[config.mk]
export PLATFORM = sky130hd
export DESIGN_NAME = imm_decode_stage
export DESIGN_NICKNAME = d
export VERILOG_FILES = /design/src/rtl/imm_decode_stage.sv
export SDC_FILE = /design/constraint.sdc
export NUM_CORES = 1
export LEC_CHECK = 0
export ABC_AREA = 1
export CAP_MARGIN = 15
export CORE_MARGIN = 3
export CORE_UTILIZATION = 47
export CTS_BUF_LIST = sky130_fd_sc_hd__clkbuf_4
export CTS_CLUSTER_DIAMETER = 120
export DETAILED_ROUTE_END_ITERATION = 12
export HOLD_SLACK_MARGIN = 0.05
export PLACE_DENSITY_LB_ADDON = 0.08
export SLEW_MARGIN = 20
export SYNTH_ARGS = -nofsm -noshare
export SYNTH_HDL_FRONTEND = slang
export SYNTH_SLANG_ARGS = --single-unit
[constraint.sdc]
create_clock -name clk_i -period 4.3 [get_ports clk_i]
set_input_delay 0.645 -clock clk_i [delete_from_list [all_inputs] [get_ports clk_i]]
set_output_delay 0.645 -clock clk_i [all_outputs]
set_load 0.05 [all_outputs]
[src/rtl/imm_decode_stage.sv]
// RV32I immediate-format decode stage with a two-entry skid buffer.
// Each entry holds the decoded extender select, all immediate slices and the PC.
module imm_decode_stage #(
  parameter int DEPTH = 2
) (
  input  logic        clk_i,
  input  logic        rst_ni,
  input  logic [31:0] instr_i,
  input  logic [31:0] pc_i,
  input  logic        in_valid_i,
  output logic        in_ready_o,
  input  logic        out_ready_i,
  input  logic        flush_i,
  output logic        out_valid_o,
  output logic [2:0]  extend_o,
  output logic [19:0] u_type_o,
  output logic [20:0] j_type_o,
  output logic [12:0] b_type_o,
  output logic [11:0] s_type_o,
  output logic [11:0] i_type_o,
  output logic [31:0] pc_o,
  output logic        illegal_o
);

  localparam int CNT_W = $clog2(DEPTH + 1);

  typedef struct packed {
    logic [2:0]  ext;
    logic        ill;
    logic [19:0] u;
    logic [20:0] j;
    logic [12:0] b;
    logic [11:0] s;
    logic [11:0] i;
    logic [31:0] pc;
  } entry_t;

  entry_t            mem_q [2];
  entry_t            dec;
  entry_t            head;
  logic              wr_ptr_q, rd_ptr_q;
  logic [CNT_W-1:0]  count_q, count_d;
  logic              push, pop;

  always_comb begin
    dec     = '0;
    dec.ext = 3'b111;
    dec.ill = 1'b0;
    dec.u   = instr_i[31:12];
    dec.j   = {instr_i[31], instr_i[19:12], instr_i[20], instr_i[30:21], 1'b0};
    dec.b   = {instr_i[31], instr_i[7], instr_i[30:25], instr_i[11:8], 1'b0};
    dec.s   = {instr_i[31:25], instr_i[11:7]};
    dec.i   = instr_i[31:20];
    dec.pc  = pc_i;
    case (instr_i[6:0])
      7'b0110111, 7'b0010111:            dec.ext = 3'b000;
      7'b1101111:                        dec.ext = 3'b001;
      7'b1100011:                        dec.ext = 3'b010;
      7'b0100011:                        dec.ext = 3'b011;
      7'b0000011, 7'b0010011, 7'b1100111: dec.ext = 3'b100;
      7'b0110011:                        dec.ext = 3'b111;
      default:                           dec.ill = 1'b1;
    endcase
  end

  // in_ready depends only on the registered count, so out_ready_i never reaches it.
  assign in_ready_o  = (count_q < CNT_W'(DEPTH));
  assign out_valid_o = (count_q != '0);
  assign push        = in_valid_i && in_ready_o && !flush_i;
  assign pop         = out_valid_o && out_ready_i && !flush_i;

  always_comb begin
    count_d = count_q;
    case ({push, pop})
      2'b10:   count_d = count_q + CNT_W'(1);
      2'b01:   count_d = count_q - CNT_W'(1);
      default: count_d = count_q;
    endcase
  end

  always_ff @(posedge clk_i or negedge rst_ni) begin
    if (!rst_ni) begin
      count_q  <= '0;
      wr_ptr_q <= 1'b0;
      rd_ptr_q <= 1'b0;
    end else if (flush_i) begin
      count_q  <= '0;
      wr_ptr_q <= 1'b0;
      rd_ptr_q <= 1'b0;
    end else begin
      count_q <= count_d;
      if (push) wr_ptr_q <= ~wr_ptr_q;
      if (pop)  rd_ptr_q <= ~rd_ptr_q;
    end
  end

  // Storage is unreset; an empty buffer masks it at the outputs.
  always_ff @(posedge clk_i) begin
    if (push) mem_q[wr_ptr_q] <= dec;
  end

  assign head      = mem_q[rd_ptr_q];
  assign extend_o  = out_valid_o ? head.ext : 3'b111;
  assign illegal_o = out_valid_o ? head.ill : 1'b0;
  assign u_type_o  = out_valid_o ? head.u   : '0;
  assign j_type_o  = out_valid_o ? head.j   : '0;
  assign b_type_o  = out_valid_o ? head.b   : '0;
  assign s_type_o  = out_valid_o ? head.s   : '0;
  assign i_type_o  = out_valid_o ? head.i   : '0;
  assign pc_o      = out_valid_o ? head.pc  : '0;

endmodule

# --- After elaboration in Yosys (flattened, before gate mapping) ---
# Memory sizes are Yosys's and may differ from the RTL's.
# Cells that the tools add are included.
word_totals:
  regBits: 4
  latchBits: 0
  ramBits: 224
  romBits: 0
  elab_cells: 50
  memories: 1
mem_list:
  columns: ["name", "words", "word_bits", "read_ports", "rd_clocked_by_memory_dff", "wr", "line", "text"]
  rows:
  - ["mem_q", 2, 112, 1, 0, 1, "38", "entry_t mem_q [2];"]
op_classes:
  addsub: 2
  multipliers: 0
  div: 0
  order_cmp: 1
  eq_ne: 11
  n_shift: 0
  mux: 18
  bitwise_logic: 2
  reduce_logical: 12
op_table:
  columns: ["operator", "n"]
  rows:
  - ["32-bit 2-to-1 mux", 1]
  - ["12-bit 2-to-1 mux", 2]
  - ["7-bit by 6-bit equality test with 1-bit output (second input constant)", 3]
  - ["7-bit equality test (second input constant)", 3]
  - ["21-bit 2-to-1 mux", 1]
  - ["20-bit 2-to-1 mux", 1]
  - ["3-bit one-hot mux with 5 select lines", 1]
  - ["7-bit by 5-bit equality test with 1-bit output (second input constant)", 2]
  - ["13-bit 2-to-1 mux", 1]
  - ["9-bit OR reduction", 1]
  - ["1-bit 2-to-1 mux", 8]
  - ["7-bit by 2-bit equality test with 1-bit output (second input constant)", 1]
  - ["2-bit nonzero test", 3]
  - ["1-bit logical AND", 4]
  - ["2-bit one-hot mux with 2 select lines", 1]
  - ["3-bit 2-to-1 mux", 1]
  - ["3-bit nonzero test", 1]
  - ["3-bit OR reduction", 1]
  - ["2-bit by 1-bit adder with 2-bit output (second input constant)", 1]
  - ["2-bit by 1-bit equality test with 1-bit output (second input constant)", 1]
  - ["2-bit equality test (second input constant)", 1]
  - ["2-bit less-than comparator (second input constant)", 1]
  - ["2-bit 2-to-1 mux", 1]
  - ["1-bit NOT", 2]
  - ["3 further kinds", 3]

# --- Logic depth before layout (Yosys ltp) ---
# Gate-level depths: netlist of run 1.
depth:
  depth_word: 6
  depth_mapped: 7
  mapped_depth_nobuf: 7

# --- Worst setup path before layout of run 1 ---
# Ideal clock, no wire load.
synth_path:
  path_type: "in2reg"
  from: "input port flush_i"
  to: "memory mem_q[0][0] (netlist name), enable pin"
  arrival_time_ns: 3.459
  required_time_ns: 3.819
  setup_slack_ns: 0.360
  path_stages: 3
  path_cell_list: "inv_1 nand3_1 nor2_1"
synth_between:
  elab_chain_cells: 4
synth_rtl:
  columns: ["item", "line", "text"]
  rows:
  - ["start: declaration", "13", "input logic flush_i,"]
  - ["1-bit zero test", "69", "assign push = in_valid_i && in_ready_o && !flush_i;"]
  - ["1-bit logical AND", "69", null]
  - ["1-bit 2-to-1 mux", "99", "if (push) mem_q[wr_ptr_q] <= dec;"]
  - ["1-bit 2-to-1 mux (implied by the code)", "99", null]
  - ["end: declaration", "38", null]
# Every way passes these cells.

# --- Worst setup path after layout of run 1 ---
layout_path:
  from: "register rd_ptr_q"
  to: "output port u_type_o[8]"
layout_between:
  elab_chain_cells: 2
layout_rtl:
  columns: ["item", "line", "text"]
  rows:
  - ["start: declaration", "41", "logic wr_ptr_q, rd_ptr_q;"]
  - ["start signal: assignment", "93", "if (pop) rd_ptr_q <= ~rd_ptr_q;"]
  - ["memory 2 x 112 bit", null, null]
  - ["20-bit 2-to-1 mux", "105", "assign u_type_o = out_valid_o ? head.u : '0;"]
  - ["end: declaration", "16", "output logic [19:0] u_type_o,"]
# Every way passes these cells.

==> metrics, run 1 <==
placed cell area 6910 sq um; fin crit share between 80 and 90%; vias in the first global route approximately 3.6k; Initial Util between 40% and 50%; Tmin final between 3000 and 4000 ps; post-synthesis cell area 5320 sq um; R2R setup slack roughly 2200 ps; Clock Sinks 126; Slew @ Worst Pin 811 ps; Async SR Flop Fraction about 3.2%; fin area roughly 7000 sq um; Inserted Clock Buffers 17; Setup Fix Bufs, Post-CTS 0; layout cells sized above 1 between 8 and 9%; RSZ-0062 raised after global routing no; Rel. slew slack a little under half; Clock Pin Slew Worst Setup and Hold Paths around 110 ps; Synthesis Warnings 0; metal3 WL about 800 um; count of cell types in the netlist 20; cell with the most instances after synthesis nand2_1; Top Metal Used met4; synth cell count leaders nand2_1, edfxtp_1, a21oi_1; total routed wirelength 11400 um; PD cells between 700 and 800 nW/um^2; sum of negative setup slack 0 ps; Post-DRT Antenna Nets 0; die height approximately 110 um; # nets final 653; met1 wire length about 4800 um; PostCTS Resize Cnt 0; Setup violations, final 0; clock latency on the worst-skew pair about 480 ps; GRT Util Overall between 10% and 20%; diode count 0; I/O pin total 185; dpl hpwl ~7500 um; Hold Path Class in2async; Post-synth EDFFs roughly 120; #FFs+latches synth about 130; Power, Total approximately 5.4 mW; count of final hold-check violations 0; Worst Path Max Fanout 45; number of H-tree levels 4; # Max-Cap Violations 0; Overflow after GRT 0; DR iter-0 viols between 200 and 250; Slew Viols, Final 0; routed length on met2 about 5800 um; largest net degree at the start of global routing 63; status finished, final reports clean; die area 12600 sq um; FF-to-FF path depth 4; cell count after synthesis about 450; drt drc 0; main area contributors after synthesis edfxtp_1, nand2_1, buf_4; root buffer cell clkbuf_4; Top FF cell, synth edfxtp_1; top cell type's share of synthesized area between 60% and 70%; Seq/Total Area, Yosys 70.7%; Via Count between 3k and 4k; CTS tree done; Worst setup EP type output port; port bufs ~180; CP Class reg2out; Post-Syn Area per Cell between 10 and 15 sq um; initial antenna violation count 0; CP arrival between 3000 and 4000 ps; largest area contributor in the netlist edfxtp_1; CP startpoint kind register; wire length per cell ~15 um; Max Freq ~270 MHz; Max VDD drop about 0.49 mV; Max clock buf depth 2; first-pass GRT wire length between 15000 and 20000 um; Via density slightly below 5; hold buffer count at CTS 0; # rows 38; area delta synth->final 35.1%; Leak 2.56 nW; RD Place Congestion between 0.7 and 0.8; R2R Path End mem_q[1][58]; CP Data Required Time ~3700 ps; Die W 112 um; r2r startpoint count_q[1]; first-pass iteration count of the detailed router 5; final clock skew roughly 19 ps; core area between 10000 and 15000 sq um
[area by class of cell]
class,count,area [sq um]
Fill cell,864,3740
Multi-Input combinational cell,239,1030
Inverter,12,45.0
Sequential cell,126,3760
Clock buffer,17,128
Tap cell,140,175
Clock inverter,15,151
Timing Repair Buffer,188,1890
[cell families (layout without fill, tap and decap cells)]
group,Yosys count,count (layout),share of synthesized area (%)
simple gates,172,172,12.8
flops,126,126,70.7
buf+inv,84,232,10.2
compound gates,65,65,6.20
other cells,1,2,0.0704
[worst max-delay path, stage by stage (launching register included)]
cell	delay, ps
dfrtp_2	430
inv_2	590
buf_4	360
nand2_1	70
a21oi_1	210
clkdlybuf4s50_1	850
[through the flow]
step           utilization (%)  hold slack, ps  instances  setup WS [ps]
2_1_floorplan                -             349        449            360
3_5_place_dp              63.2             622        705           1130
6_report                  65.8             369        737            647
4_1_cts                   65.8             320        737            543
3_3_place_gp              63.2             606        705           1190
5_1_grt                   65.8             324        737            411
[power by group]
group          switching (mW)  internal (mW)
Sequential             0.0369           1.47
Combinational            2.23          0.903
Clock                   0.481          0.307
[layer usage]
| layer | up-vias | track usage (%) |
|---|---|---|
| li1 | 1755 | - |
| met1 | 1681 | 22.5 |
| met2 | 155 | 30.7 |
| met3 | 4 | 5.44 |
| met4 | 0 | 5.45 |
| met5 | - | 0 |
[flip-flops by register name, indices dropped and copies added, names as in the netlist]
name / flops
mem_q: 122
wr_ptr_q: 1
count_q: 2
rd_ptr_q: 1
[worst max-delay path by stage]
stage | startpoint | to | slack (ps)
after floorplan | flush_i | mem_q[0][0] | 360
after global placement | rd_ptr_q | j_type_o[11] | 1190
after detailed placement | rd_ptr_q | u_type_o[8] | 1130
after CTS | rd_ptr_q | u_type_o[8] | 540
after global routing | rd_ptr_q | j_type_o[12] | 410
final | rd_ptr_q | u_type_o[8] | 650
[placed cells by master, fill, tap and decap left out, types with 2 or more instances in the layout]
master           netlist  routed
clkdlybuf4s50_1        0     182
nand2_1              138     138
edfxtp_1             122     122
a21oi_1               59      59
clkbuf_4               0      17
nor2_1                14      12
nand3_1               12      12
inv_1                 10      10
inv_6                  0       6
buf_4                 54       4
nor2_4                 1       3
nand2_2                3       3
o21ai_0                3       3
nor3_1                 3       3
clkinv_4               0       3
dfrtp_1                4       3
inv_2                  2       2
o21bai_1               2       2
conb_1                 1       2
clkinvlp_4             0       2
inv_8                  0       2
buf_12                 0       2
(Power assumes the default switching activity.)
==> inputs of run 2 (changes only) <==
CORE_UTILIZATION = 42   (was 47)
clock period = 3 ns   (was 4.3 ns; I/O delays follow)
==> run 2 against run 1 <==
  * Via count increased by 2.8%
  * Register-to-register slack got worse by 1300 ps
  * Clock skew decreased by 9.8 ps
  * Clock-buffer cell count up 3
  * Combinational power up 98%
  * Sequential share of layout area shrank 7.7 points
  * Sequential power up 43%
  * Critical path type unchanged
==> metrics, run 2 (synthesis gave the netlist of run 1 again) <==
status finished, final reports clean (unchanged); dpl hpwl 8370 um (was 7530 um); Rel. slew slack 55.1% (was 45.9%); Power, Total 9.59 mW (was 5.43 mW); FF-to-FF path depth 8 (was 4); area delta synth->final 58.5% (was 35.1%); layout cells sized above 1 27.3% (was 8.04%); crit-path cells buf_4 -> nand2_1 -> a21oi_1 -> buf_12 (was inv_2 -> buf_4 -> nand2_1 -> a21oi_1 -> clkdlybuf4s50_1); Worst setup EP type output port (unchanged); CP max stage cell a21oi_1 (was clkdlybuf4s50_1); met1 wire length 4950 um (was 4800 um); wire length per cell 15.8 um (was 15.5 um); Sw Share 43.7% (was 50.6%); Setup Fix Bufs, Post-CTS 0 (unchanged); Sw Pwr 4.19 mW (was 2.75 mW); Max Freq approximately 360 MHz; number of H-tree levels 4 (unchanged); Slew Viols, Final 0 (unchanged); metal3 WL 872 um (was 797 um); # Max-Cap Violations 0 (unchanged); Max clock buf depth 2 (unchanged); Leak 3.19 nW (was 2.56 nW); first-pass GRT wire length 19400 um (was 18000 um); CTS tree done (unchanged); Worst path max stage delay 580 ps (was 850 ps); largest net degree at the start of global routing 63 (unchanged); diode count 0 (unchanged); port bufs 182 (unchanged); Worst Path Max Fanout 62 (was 45); Slew @ Worst Pin 676 ps (was 811 ps); Int Power 5.40 mW (was 2.68 mW); total routed wirelength 12200 um (was 11400 um); # rows 40 (was 38); Seq pwr share 22.5% (was 27.8%); Tmin final ~2800 ps; Core Util, Final 69.1% (was 65.8%); DR iter-0 viols 217 (was 215); final clock skew 9.13 ps (was 18.9 ps); clock power share 12.8% (was 14.5%); CP arrival 2350 ps (was 3010 ps); Hold Path Class in2async (unchanged); vias in the first global route 3772 (was 3604); root buffer cell clkbuf_4 (unchanged); drt drc 0 (unchanged); R2R Path End count_q[0] (was mem_q[1][58]); CP startpoint kind register (unchanged); combinational share of power 64.6% (was 57.7%); CP Class reg2out (unchanged); most frequent cells in the layout nand2_1, edfxtp_1, buf_12, clkdlybuf4s50_1, a21oi_1 (was clkdlybuf4s50_1, nand2_1, edfxtp_1, a21oi_1, clkbuf_4); Overflow after GRT 0 (unchanged); # nets final 663 (was 653); CP Data Required Time 2550 ps (was 3650 ps); core area 12200 sq um (was 10900 sq um); I/O pin total 185 (unchanged); initial antenna violation count 0 (unchanged); Post-DRT Antenna Nets 0 (unchanged); Setup violations, final 0 (unchanged); Clock Pin Slew Worst Setup and Hold Paths 100 ps (was 110 ps); placed insts 743 (was 705); count of final hold-check violations 0 (unchanged); R2R setup slack 970 ps (was 2220 ps); RD Place Congestion 0.769 (was 0.799); PD cells 1140 nW/um^2 (was 755 nW/um^2); max reg flops 122 (unchanged); fin crit share ~93%; Top Family by Delay on Critical Path buffers and inverters (unchanged); Inserted Clock Buffers 17 (unchanged); Max VDD drop 0.643 mV (was 0.488 mV); RSZ-0062 raised after global routing yes (was no); Clock Sinks 126 (unchanged); die area 14100 sq um (was 12600 sq um); leading cell type in the layout, fill and taps excluded nand2_1 (was clkdlybuf4s50_1); first-pass iteration count of the detailed router 4 (was 5); biggest regs mem_q (122), count_q (2) (unchanged); GRT Util Overall 17.7% (was 18.1%); Via density 4.78 (was 4.88); routed length on met2 6200 um (was 5760 um); clock latency on the worst-skew pair 510 ps (was 480 ps); Buf/Inv on CP 2 (was 3); Via Count 3697 (was 3595); fin cells 773 (was 737); register name with the most flops mem_q (unchanged); die height 119 um (was 112 um); Die W 119 um (was 112 um); r2r startpoint count_q[1] (unchanged); Top Metal Used met4 (unchanged); Initial Util 43.6% (was 48.7%)
## run 2: power by group through the flow
| stage | registers [mW] | logic, mW | clock network, mW |
|---|---|---|---|
| 6_report | 2.16 | 6.20 | 1.23 |
| 4_1_cts | 2.16 | 6.27 | 1.27 |
| 3_3_place_gp | 2.20 | 6.22 | 0 |
| 2_1_floorplan | 2.20 | 3.41 | 0 |
| 3_5_place_dp | 2.20 | 6.25 | 0 |
| 5_1_grt | 2.18 | 6.42 | 1.33 |
## run 2: area by class of cell
type / count / area, sq um
inverter: 12 / 45.0
fill: 850 / 3770
sequential: 126 / 3760
clock buffer: 20 / 150
multi-input combinational: 239 / 1030
clock inverter: 10 / 146
timing repair buffer: 198 / 3090
tap: 168 / 210
## run 2: stage by stage
| stage | setup WS, ps | instance area [sq um] | setup TNS [ps] | hold slack [ps] |
|---|---|---|---|---|
| 2_1_floorplan | -878 | 5330 | -106580 | 154 |
| 3_3_place_gp | 726 | 8140 | 0 | 603 |
| 3_5_place_dp | 699 | 8140 | 0 | 622 |
| 4_1_cts | 96.5 | 8440 | 0 | 87.5 |
| 5_1_grt | -0.709 | 8440 | -1.19 | 100 |
| 6_report | 202 | 8440 | 0 | 144 |
## run 2: how the worst max path moves through the flow
stage | start | end | slack (ps) | cells past startpoint
detailed placement | count_q[1] | pc_o[14] | 700 | 5
global route | rd_ptr_q | i_type_o[2] | -0.7 | 4
global placement | rd_ptr_q | u_type_o[11] | 730 | 4
CTS | count_q[1] | pc_o[14] | 100 | 5
finish | rd_ptr_q | u_type_o[8] | 200 | 4
floorplan | count_q[1] | mem_q[0][0] | -880 | 3
## run 2: timing repair
| action | CTS | global route |
|---|---|---|
| hold buffers | 0 | 0 |
| gates resized for setup | 0 | 0 |
| endpoints found under the setup margin | 0 | 3 |
## run 2: metal layers
metal	vias up	track usage, %
li1	1784	-
met5	-	0
met2	142	29.4
met1	1754	21.7
met4	0	6.66
met3	17	5.65
## run 2: worst register-to-register path: stages, from the launching register on
cell     delay (ps)
dfrtp_1         450
nor2_4          550
buf_4           300
buf_4           220
nor2_2           70
nand2_1         120
nand2_2          80
nand3_1          70
o21ai_1          60
